### src/rtl/alu_seq_unit.sv
// Sequential ALU for the multi-cycle datapath: decodes aluop/funct, runs the op, returns a held result over valid/ready.
// Logic and add/sub ops finish in one cycle. Logical shifts advance SHIFT_STEP bit positions per cycle.
module alu_seq_unit #(
  parameter int WIDTH      = 32,
  parameter int SHIFT_STEP = 1,
  localparam int SHW       = $clog2(WIDTH)
) (
  input  logic             clk,
  input  logic             reset,
  input  logic [1:0]       aluop,
  input  logic [3:0]       funct,
  input  logic [WIDTH-1:0] a,
  input  logic [WIDTH-1:0] b,
  input  logic [SHW-1:0]   shamt,
  input  logic             in_valid,
  output logic             in_ready,
  output logic [WIDTH-1:0] result,
  output logic             zero,
  output logic             ovf,
  output logic [2:0]       op,
  output logic             out_valid,
  input  logic             out_ready
);

  localparam logic [2:0] OP_AND = 3'b000;
  localparam logic [2:0] OP_OR  = 3'b001;
  localparam logic [2:0] OP_ADD = 3'b010;
  localparam logic [2:0] OP_SLL = 3'b100;
  localparam logic [2:0] OP_SRL = 3'b101;
  localparam logic [2:0] OP_SUB = 3'b110;
  localparam logic [2:0] OP_NOR = 3'b111;

  // One extra bit so that SHIFT_STEP == WIDTH is representable.
  localparam int             CW     = SHW + 1;
  localparam logic [CW-1:0]  STEP_C = CW'(SHIFT_STEP);

  typedef enum logic [1:0] {
    S_IDLE  = 2'd0,
    S_SHIFT = 2'd1,
    S_DONE  = 2'd2
  } state_t;

  state_t           state_q;
  logic             in_ready_q;
  logic             out_valid_q;
  logic [WIDTH-1:0] result_q;
  logic             zero_q;
  logic             ovf_q;
  logic [2:0]       op_q;
  logic [WIDTH-1:0] wrk_q;
  logic [SHW-1:0]   rem_q;
  logic             shl_q;

  logic [2:0]       dec_op;
  logic [WIDTH-1:0] b_eff;
  logic [WIDTH-1:0] sum;
  logic [WIDTH-1:0] alu_res;
  logic             alu_ovf;
  logic             is_shift;
  logic [CW-1:0]    step;
  logic [SHW-1:0]   rem_d;
  logic [WIDTH-1:0] wrk_d;

  // Operation decode, first matching rule wins.
  always_comb begin
    dec_op = OP_AND;
    if (aluop == 2'b00) begin
      dec_op = OP_ADD;
    end else if (aluop[1]) begin
      dec_op = OP_SUB;
    end else if (funct == 4'b0000) begin
      dec_op = OP_ADD;
    end else if (funct == 4'b0100) begin
      dec_op = OP_SUB;
    end else if (funct[2] && funct[0]) begin
      dec_op = OP_OR;
    end else if (funct[2] && !funct[0]) begin
      dec_op = OP_AND;
    end else if (funct == 4'b0001) begin
      dec_op = OP_SLL;
    end else if (funct == 4'b0010) begin
      dec_op = OP_SRL;
    end else if (funct == 4'b0011) begin
      dec_op = OP_NOR;
    end
  end

  assign is_shift = (dec_op == OP_SLL) || (dec_op == OP_SRL);

  // Single-cycle datapath; a zero-distance shift just passes operand A through.
  always_comb begin
    b_eff   = (dec_op == OP_SUB) ? (~b + WIDTH'(1)) : b;
    sum     = a + b_eff;
    alu_res = a & b;
    alu_ovf = 1'b0;
    case (dec_op)
      OP_AND: alu_res = a & b;
      OP_OR:  alu_res = a | b;
      OP_NOR: alu_res = ~(a | b);
      OP_ADD, OP_SUB: begin
        alu_res = sum;
        alu_ovf = (a[WIDTH-1] == b_eff[WIDTH-1]) && (sum[WIDTH-1] != a[WIDTH-1]);
      end
      OP_SLL, OP_SRL: alu_res = a;
      default: alu_res = a & b;
    endcase
  end

  // Per-cycle shift distance is min(SHIFT_STEP, remaining).
  always_comb begin
    step  = ({1'b0, rem_q} > STEP_C) ? STEP_C : {1'b0, rem_q};
    rem_d = rem_q - step[SHW-1:0];
    wrk_d = shl_q ? (wrk_q << step) : (wrk_q >> step);
  end

  always_ff @(posedge clk) begin
    if (reset) begin
      state_q     <= S_IDLE;
      in_ready_q  <= 1'b1;
      out_valid_q <= 1'b0;
      result_q    <= '0;
      zero_q      <= 1'b0;
      ovf_q       <= 1'b0;
      op_q        <= OP_AND;
      wrk_q       <= '0;
      rem_q       <= '0;
      shl_q       <= 1'b0;
    end else begin
      case (state_q)
        S_IDLE: begin
          if (in_valid) begin
            in_ready_q <= 1'b0;
            if (is_shift && (shamt != '0)) begin
              wrk_q   <= a;
              rem_q   <= shamt;
              shl_q   <= (dec_op == OP_SLL);
              state_q <= S_SHIFT;
            end else begin
              result_q    <= alu_res;
              zero_q      <= (alu_res == '0);
              ovf_q       <= alu_ovf;
              op_q        <= dec_op;
              out_valid_q <= 1'b1;
              state_q     <= S_DONE;
            end
          end
        end
        S_SHIFT: begin
          wrk_q <= wrk_d;
          rem_q <= rem_d;
          if (rem_d == '0) begin
            result_q    <= wrk_d;
            zero_q      <= (wrk_d == '0);
            ovf_q       <= 1'b0;
            op_q        <= shl_q ? OP_SLL : OP_SRL;
            out_valid_q <= 1'b1;
            state_q     <= S_DONE;
          end
        end
        S_DONE: begin
          // Result stays frozen until the consumer takes it.
          if (out_ready) begin
            out_valid_q <= 1'b0;
            in_ready_q  <= 1'b1;
            state_q     <= S_IDLE;
          end
        end
        default: begin
          out_valid_q <= 1'b0;
          in_ready_q  <= 1'b1;
          state_q     <= S_IDLE;
        end
      endcase
    end
  end

  assign in_ready  = in_ready_q;
  assign out_valid = out_valid_q;
  assign result    = result_q;
  assign zero      = zero_q;
  assign ovf       = ovf_q;
  assign op        = op_q;

endmodule

### config.mk
export PLATFORM = sky130hd
export DESIGN_NAME = alu_seq_unit
export DESIGN_NICKNAME = d
export VERILOG_FILES = /design/src/rtl/alu_seq_unit.sv
export SDC_FILE = /design/constraint.sdc
export NUM_CORES = 1
export LEC_CHECK = 0
export BUFFER_PORTS_ARGS = -buffer_cell sky130_fd_sc_hd__buf_4
export CORE_ASPECT_RATIO = 0.6
export CORE_MARGIN = 3
export CORE_UTILIZATION = 30
export DETAILED_ROUTE_END_ITERATION = 8
export PLACE_DENSITY = 0.53
export SYNTH_ARGS = -nofsm -noshare
export SYNTH_HDL_FRONTEND = slang
export SYNTH_SLANG_ARGS = --single-unit
### constraint.sdc
create_clock -name clk -period 7.35 [get_ports clk]
set_input_delay 1.47 -clock clk [delete_from_list [all_inputs] [get_ports clk]]
set_output_delay 1.47 -clock clk [all_outputs]
set_load 0.01 [all_outputs]
# Word-level counts from Yosys, hierarchy flattened
# Index checks and enable logic that the tools add are counted.
dict set report totals {
  register_bits 79
  inputBits 79
}
dict set report classes {
  n_addsub 3
  order_cmp 1
  eq_ne 19
  shifts 2
  n_mux 50
  bitwise 5
  reduce_logical 22
}
# cell count
set op_table {}
lappend op_table {{32-bit two-way mux} 7}
lappend op_table {{32-bit case mux with 2 select lines} 2}
lappend op_table {{32-bit case mux with 4 select lines} 1}
lappend op_table {{32-bit zero test} 2}
lappend op_table {{32-bit inverter} 2}
lappend op_table {{3-bit two-way mux} 12}
lappend op_table {{32-bit by 1-bit adder with 32-bit output (second input constant)} 1}
lappend op_table {{32-bit adder} 1}
lappend op_table {{32-bit bitwise AND} 1}
lappend op_table {{32-bit OR} 1}
lappend op_table {{32-bit by 5-bit left shift with 32-bit output} 1}
lappend op_table {{32-bit by 5-bit >> shifter with 32-bit output} 1}
lappend op_table {{5-bit two-way mux} 3}
lappend op_table {{1-bit two-way mux} 14}
lappend op_table {{3-bit == test (second input constant)} 4}
lappend op_table {{3-bit AND reduction} 4}
lappend op_table {{2-bit != test (second input constant)} 5}
lappend op_table {{5-bit case mux with 2 select lines} 1}
lappend op_table {{4-bit by 2-bit == test with 1-bit output (second input constant)} 2}
lappend op_table {{2-bit two-way mux} 4}
lappend op_table {{4-bit AND reduction} 2}
lappend op_table {{1-bit case mux with 3 select lines} 2}
lappend op_table {{2-bit case mux with 3 select lines} 1}
lappend op_table {{3-bit case mux with 2 select lines} 1}
lappend op_table {{other kinds (21)} 27}

# Longest topological paths before layout
dict set report logic_depth {
  depth_word 19
  mapped_depth 20
  depth_no_buf 19
}

# Least setup slack after synthesis
# OpenSTA, ideal clock, no wires.
dict set report synth_timing {
  path_kind {input to register}
  from {in b[2]}
  to {reg zero_q (netlist: zero)}
  setup_ps 116
  arrival_time_ps 5814
  slack_ps 1421
  cell_stages 18
  n_path_buf 1
  path_cell_list {clkbuf_1 -> or4_1 -> nor4_2 -> nand2_1 -> nor3_1 -> nand3_1 -> o21ai_0 -> xnor2_1 -> ha_1 -> and2_1 -> nand3_1 -> o311a_1 -> or4_1 -> and3_1 -> o31ai_1 -> nor4_1 -> and4_1 -> a31o_1}
}
dict set report synth_between {
  elab_chain_len 9
}
# item line
set synth_lines {}
lappend synth_lines {{from (decl)} 13} ;# input logic [WIDTH-1:0] b,
lappend synth_lines {{32-bit inverter} 92} ;# b_eff = (dec_op == OP_SUB) ? (~b + WIDTH'(1)) : b;
lappend synth_lines {{32-bit by 1-bit adder with 32-bit output} 92}
lappend synth_lines {{32-bit two-way mux} 92}
lappend synth_lines {{32-bit adder} 93} ;# sum = a + b_eff;
lappend synth_lines {{32-bit case mux with 4 select lines *} 96} ;# case (dec_op)
lappend synth_lines {{32-bit zero test *} 140} ;# zero_q <= (alu_res == '0);
lappend synth_lines {{1-bit two-way mux *} 133} ;# if (is_shift && (shamt != '0)) begin
lappend synth_lines {{1-bit two-way mux *} 131} ;# if (in_valid) begin
lappend synth_lines {{1-bit case mux with 2 select lines *} 129} ;# case (state_q)
lappend synth_lines {{to (signal assigned)} 140}
lappend synth_lines {{to (signal assigned)} 153} ;# zero_q <= (wrk_d == '0);
lappend synth_lines {{to (decl)} 47} ;# logic zero_q;
# Every way passes the cells marked *; elsewhere a longest branch is shown, timed or not. The select of a mux whose other input is x is not followed.
# A chain may end at the register's enable or synchronous reset.

# Worst setup path in the final report
dict set report layout_timing {
  from {in b[4]}
  to {reg zero_q (netlist: zero)}
}
# The elaborated chain is that of the path after synthesis.

==> summary.md <==
| Metric | Value |
|---|---|
| Outcome | `finished clean` |
| Final Critical Period | `6450 ps` |
| CTS resizes | `0` |
| Core area | `0.0254 mm2` |
| Crit path launch type | `primary input` |
| First-pass GRT wire length | `48,600 um` |
| Top cells by count, synth | `nor2_1, a21oi_1, nand2_1, dfxtp_1, nor3_1` |
| CP Capture Type | `flip-flop` |
| Top_reg_cell synth | `dfxtp_1` |
| Pwr per Cell Area | `223 mW/mm2` |
| Crit path cell chain | `buf_4 > or4_1 > nor4_2 > nand2_1 > nor3_1 > nand3_1 > buf_4 > o21ai_0 > xnor2_1 > ha_1 > and2_1 > and3_1 > a221oi_1 > o31ai_1 > xnor2_1 > o21ai_0 > a2111o_1 > nor4_1 > and4_1 > a31o_1` |
| IO Count | `118` |
| Chip height | `131 um` |
| Average size of a mapped cell | `6.96 um2` |
| Multiplexer share of the synthesized area | `4.61%` |
| Share of cells above drive strength 1 | `14.2%` |
| WS Path Type | `primary input to flip-flop` |
| Setup violators final | `0` |
| Setup TNS Final | `0 ps` |
| Final WL | `32,300 um` |
| Worst-Margin Slew | `965 ps` |
| VDD IR max | `0.000117 V` |
| Area Growth Syn to Fin | `19.5%` |
| Worst-skew pair later-pin latency | `350 ps` |
| CP max-delay cell | `or4_1` |
| FP Rows | `45` |
| CTS Sinks | `79` |
| Initial antenna violation count | `0` |
| Critical Path AT | `6740 ps` |
| Placed cell area | `0.00902 mm2` |
| Routed vias | `8,930` |
| Die width | `214 um` |
| Detailed Place HPWL | `24,700 um` |
| IO Port Bufs | `117` |
| Register bit total from synthesis | `79` |
| Syn nets | `1,245` |
| Cells after synthesis | `1,124` |
| Worst Path Required | `7650 ps` |
| Slew Viols, Final | `0` |
| Worst Setup Slack post-DPL | `678 ps` |
| N_diodes | `0` |
| Worst path max stage delay | `610 ps` |
| First-pass DRT Iterations | `6` |
| PnR worst setup slack | `903 ps` |
| GRT Overall Usage | `22.2%` |
| Hold_buf cts | `0` |
| Asr flop ratio synth | `0%` |
| Reg clk slew, reported paths | `60 ps` |
| Largest area contributor in the netlist | `dfxtp_1` |
| Htree depth | `3` |
| CP top delay family | `simple AND/OR/NAND/NOR gates` |
| Die area | `0.0281 mm2` |
| Hold WC Path Type | `flip-flop to flip-flop` |
| Share of the synthesized area in the top cell type | `20.2%` |
| MaxCap Viol Count | `0` |
| WL per Instance | `20.8 um` |
| Synth Warn # | `0` |
| Avg Vias per Cell | `5.75` |
| GP Congestion | `0.929` |
| Fin crit share | `87.7%` |
| CTS tree | `done` |
| Root Buffer | `clkbuf_16` |
| Post-route cell area | `0.00935 mm2` |
| Sequential share of the synthesized area | `20.2%` |
| # DRC | `0` |
| Unique masters post-synth | `68` |
| Leakage | `0.00365 uW` |
| # Post-CTS Setup Buffers | `0` |
| Synth top area cells | `dfxtp_1, a21oi_1, nor2_1` |
| Vias in the first global route | `8,018` |
| Synth Area in Simple Gates | `27.1%` |
| Worst path bufs/invs | `2` |
| DRT antenna net count | `0` |
| Post-Synthesis Cell Area | `0.00782 mm2` |
| Clk_skew | `4.89 ps` |
| CTS buffer count | `9` |
| Cell with the most instances after synthesis | `nor2_1` |
| Synth Area in XOR/XNOR | `6.16%` |
| Crit Path Max Fanout | `8` |
| Fmax | `155 MHz` |
| Synth Area in Compound Gates | `30.4%` |
| Final #Nets | `1,317` |
| Max_slew headroom | `34.0%` |
| Largest net degree at the start of global routing | `75` |
| Starting Density | `30.7%` |
| Total power | `2090 uW` |
| Final hold viol count | `0` |
| Maximum root-to-sink buffer count | `2` |
| Post-synthesis adder-cell area fraction | `6.81%` |
| Drt initial violations | `1,032` |
| Largest family of logic cells by synthesized area | `compound AO/OA/AOI/OAI gates` |
| Total gr overflow | `0` |
| RSZ-0062 raised after global routing | `no` |
| Post-synth EDFFs | `0` |
cells by family (layout without fill, tap and decap cells):
| kind of cell | after synthesis | in the layout |
|---|---|---|
| fa+ha+maj | 42 | 42 |
| compound gates | 368 | 368 |
| buf+inv | 95 | 172 |
| flops | 79 | 79 |
| simple gates | 449 | 449 |
| mux | 36 | 36 |
| xor+xnor | 55 | 55 |
stage by stage:
| stage | util, % | hold slack (ps) | cells |
|---|---|---|---|
| 2_1_floorplan | - | 459 | 1124 |
| 3_3_place_gp | 35.4 | 447 | 1537 |
| 3_5_place_dp | 35.4 | 449 | 1537 |
| 4_1_cts | 36.7 | 468 | 1553 |
| 5_1_grt | 36.7 | 489 | 1553 |
| 6_report | 36.7 | 469 | 1553 |
final cells by class:
| type | count | area (um2) |
|---|---|---|
| clock buffer | 12 | 256 |
| fill | 2776 | 16100 |
| tap | 352 | 440 |
| timing repair buffer | 135 | 1010 |
| clock inverter | 4 | 76.3 |
| sequential | 79 | 1580 |
| multi-input combinational | 950 | 5900 |
| inverter | 21 | 78.8 |
flip-flops by register name, summed over array words and instances (netlist names):
name       flops
op             3
in_ready       1
state_q        2
zero           1
wrk_q         32
out_valid      1
rem_q          5
ovf            1
result        32
shl_q          1
routing by layer:
| layer | GRT usage (%) | vias to the layer above | share of wire [%] |
|---|---|---|---|
| met3 | 5.67 | 20 | 9.6 |
| met4 | 2.66 | 0 | 0.62 |
| met2 | 31.2 | 422 | 39 |
| li1 | - | 4288 | - |
| met1 | 34.4 | 4200 | 51 |
| met5 | 0 | - | 0 |
path summary, 6_finish.rpt:
check | startpoint | end | slack (ps) | cells past startpoint
worst max-delay path | b[4] | zero | 900 | 20
worst min-delay path | result[2] | result[2] | 470 | 2
worst max register to register | rem_q[1] | zero | 3850 | 12
worst min register to register | result[2] | result[2] | 470 | 2
power breakdown:
group	leakage [uW]	internal [uW]	switching [uW]
combinational	0.00284	379	623
sequential	0.000650	501	70.5
clock	0.000159	318	194
total	0.00365	1200	887
worst reg2reg max path, stage by stage, from the launching register on:
cell and delay [ps]:
dfxtp_1 380, nor4_1 370, or2_2 190, ha_1 220
nand4_1 130, o21ai_0 180, nor2b_4 240, o21a_1 130
nand4_1 90, or4_1 620, nor4_1 500, and4_1 270
a31o_1 140
cell usage in the layout (no fill, tap or decap), types with 3 or more instances in the layout:
| master | synthesis | layout |
|---|---|---|
| nor2_1 | 173 | 171 |
| buf_4 | 1 | 135 |
| a21oi_1 | 132 | 132 |
| nand2_1 | 86 | 86 |
| dfxtp_1 | 79 | 78 |
| nor3_1 | 71 | 71 |
| o21ai_0 | 61 | 61 |
| a211oi_1 | 57 | 57 |
| ha_1 | 41 | 41 |
| mux2i_1 | 36 | 36 |
| xnor2_1 | 30 | 30 |
| xor2_1 | 25 | 25 |
| inv_1 | 21 | 21 |
| nand3_1 | 19 | 19 |
| a221oi_1 | 19 | 19 |
| nand4_1 | 18 | 18 |
| a21o_1 | 18 | 18 |
| nand2b_1 | 18 | 17 |
| and3_1 | 12 | 12 |
| a31oi_1 | 11 | 11 |
| o31ai_1 | 10 | 10 |
| nor2b_1 | 11 | 9 |
| clkbuf_16 | 0 | 9 |
| nor4_1 | 7 | 7 |
| and2_1 | 6 | 6 |
| a221o_1 | 6 | 6 |
| a21boi_0 | 6 | 6 |
| o211ai_1 | 6 | 6 |
| o21a_1 | 5 | 5 |
| o311a_1 | 4 | 4 |
| a2111oi_0 | 4 | 4 |
| nor3b_1 | 4 | 4 |
| or4_1 | 3 | 3 |
| or3_1 | 3 | 3 |
| or2_2 | 3 | 3 |
| and4_1 | 3 | 3 |
(Power assumes the default switching activity.)
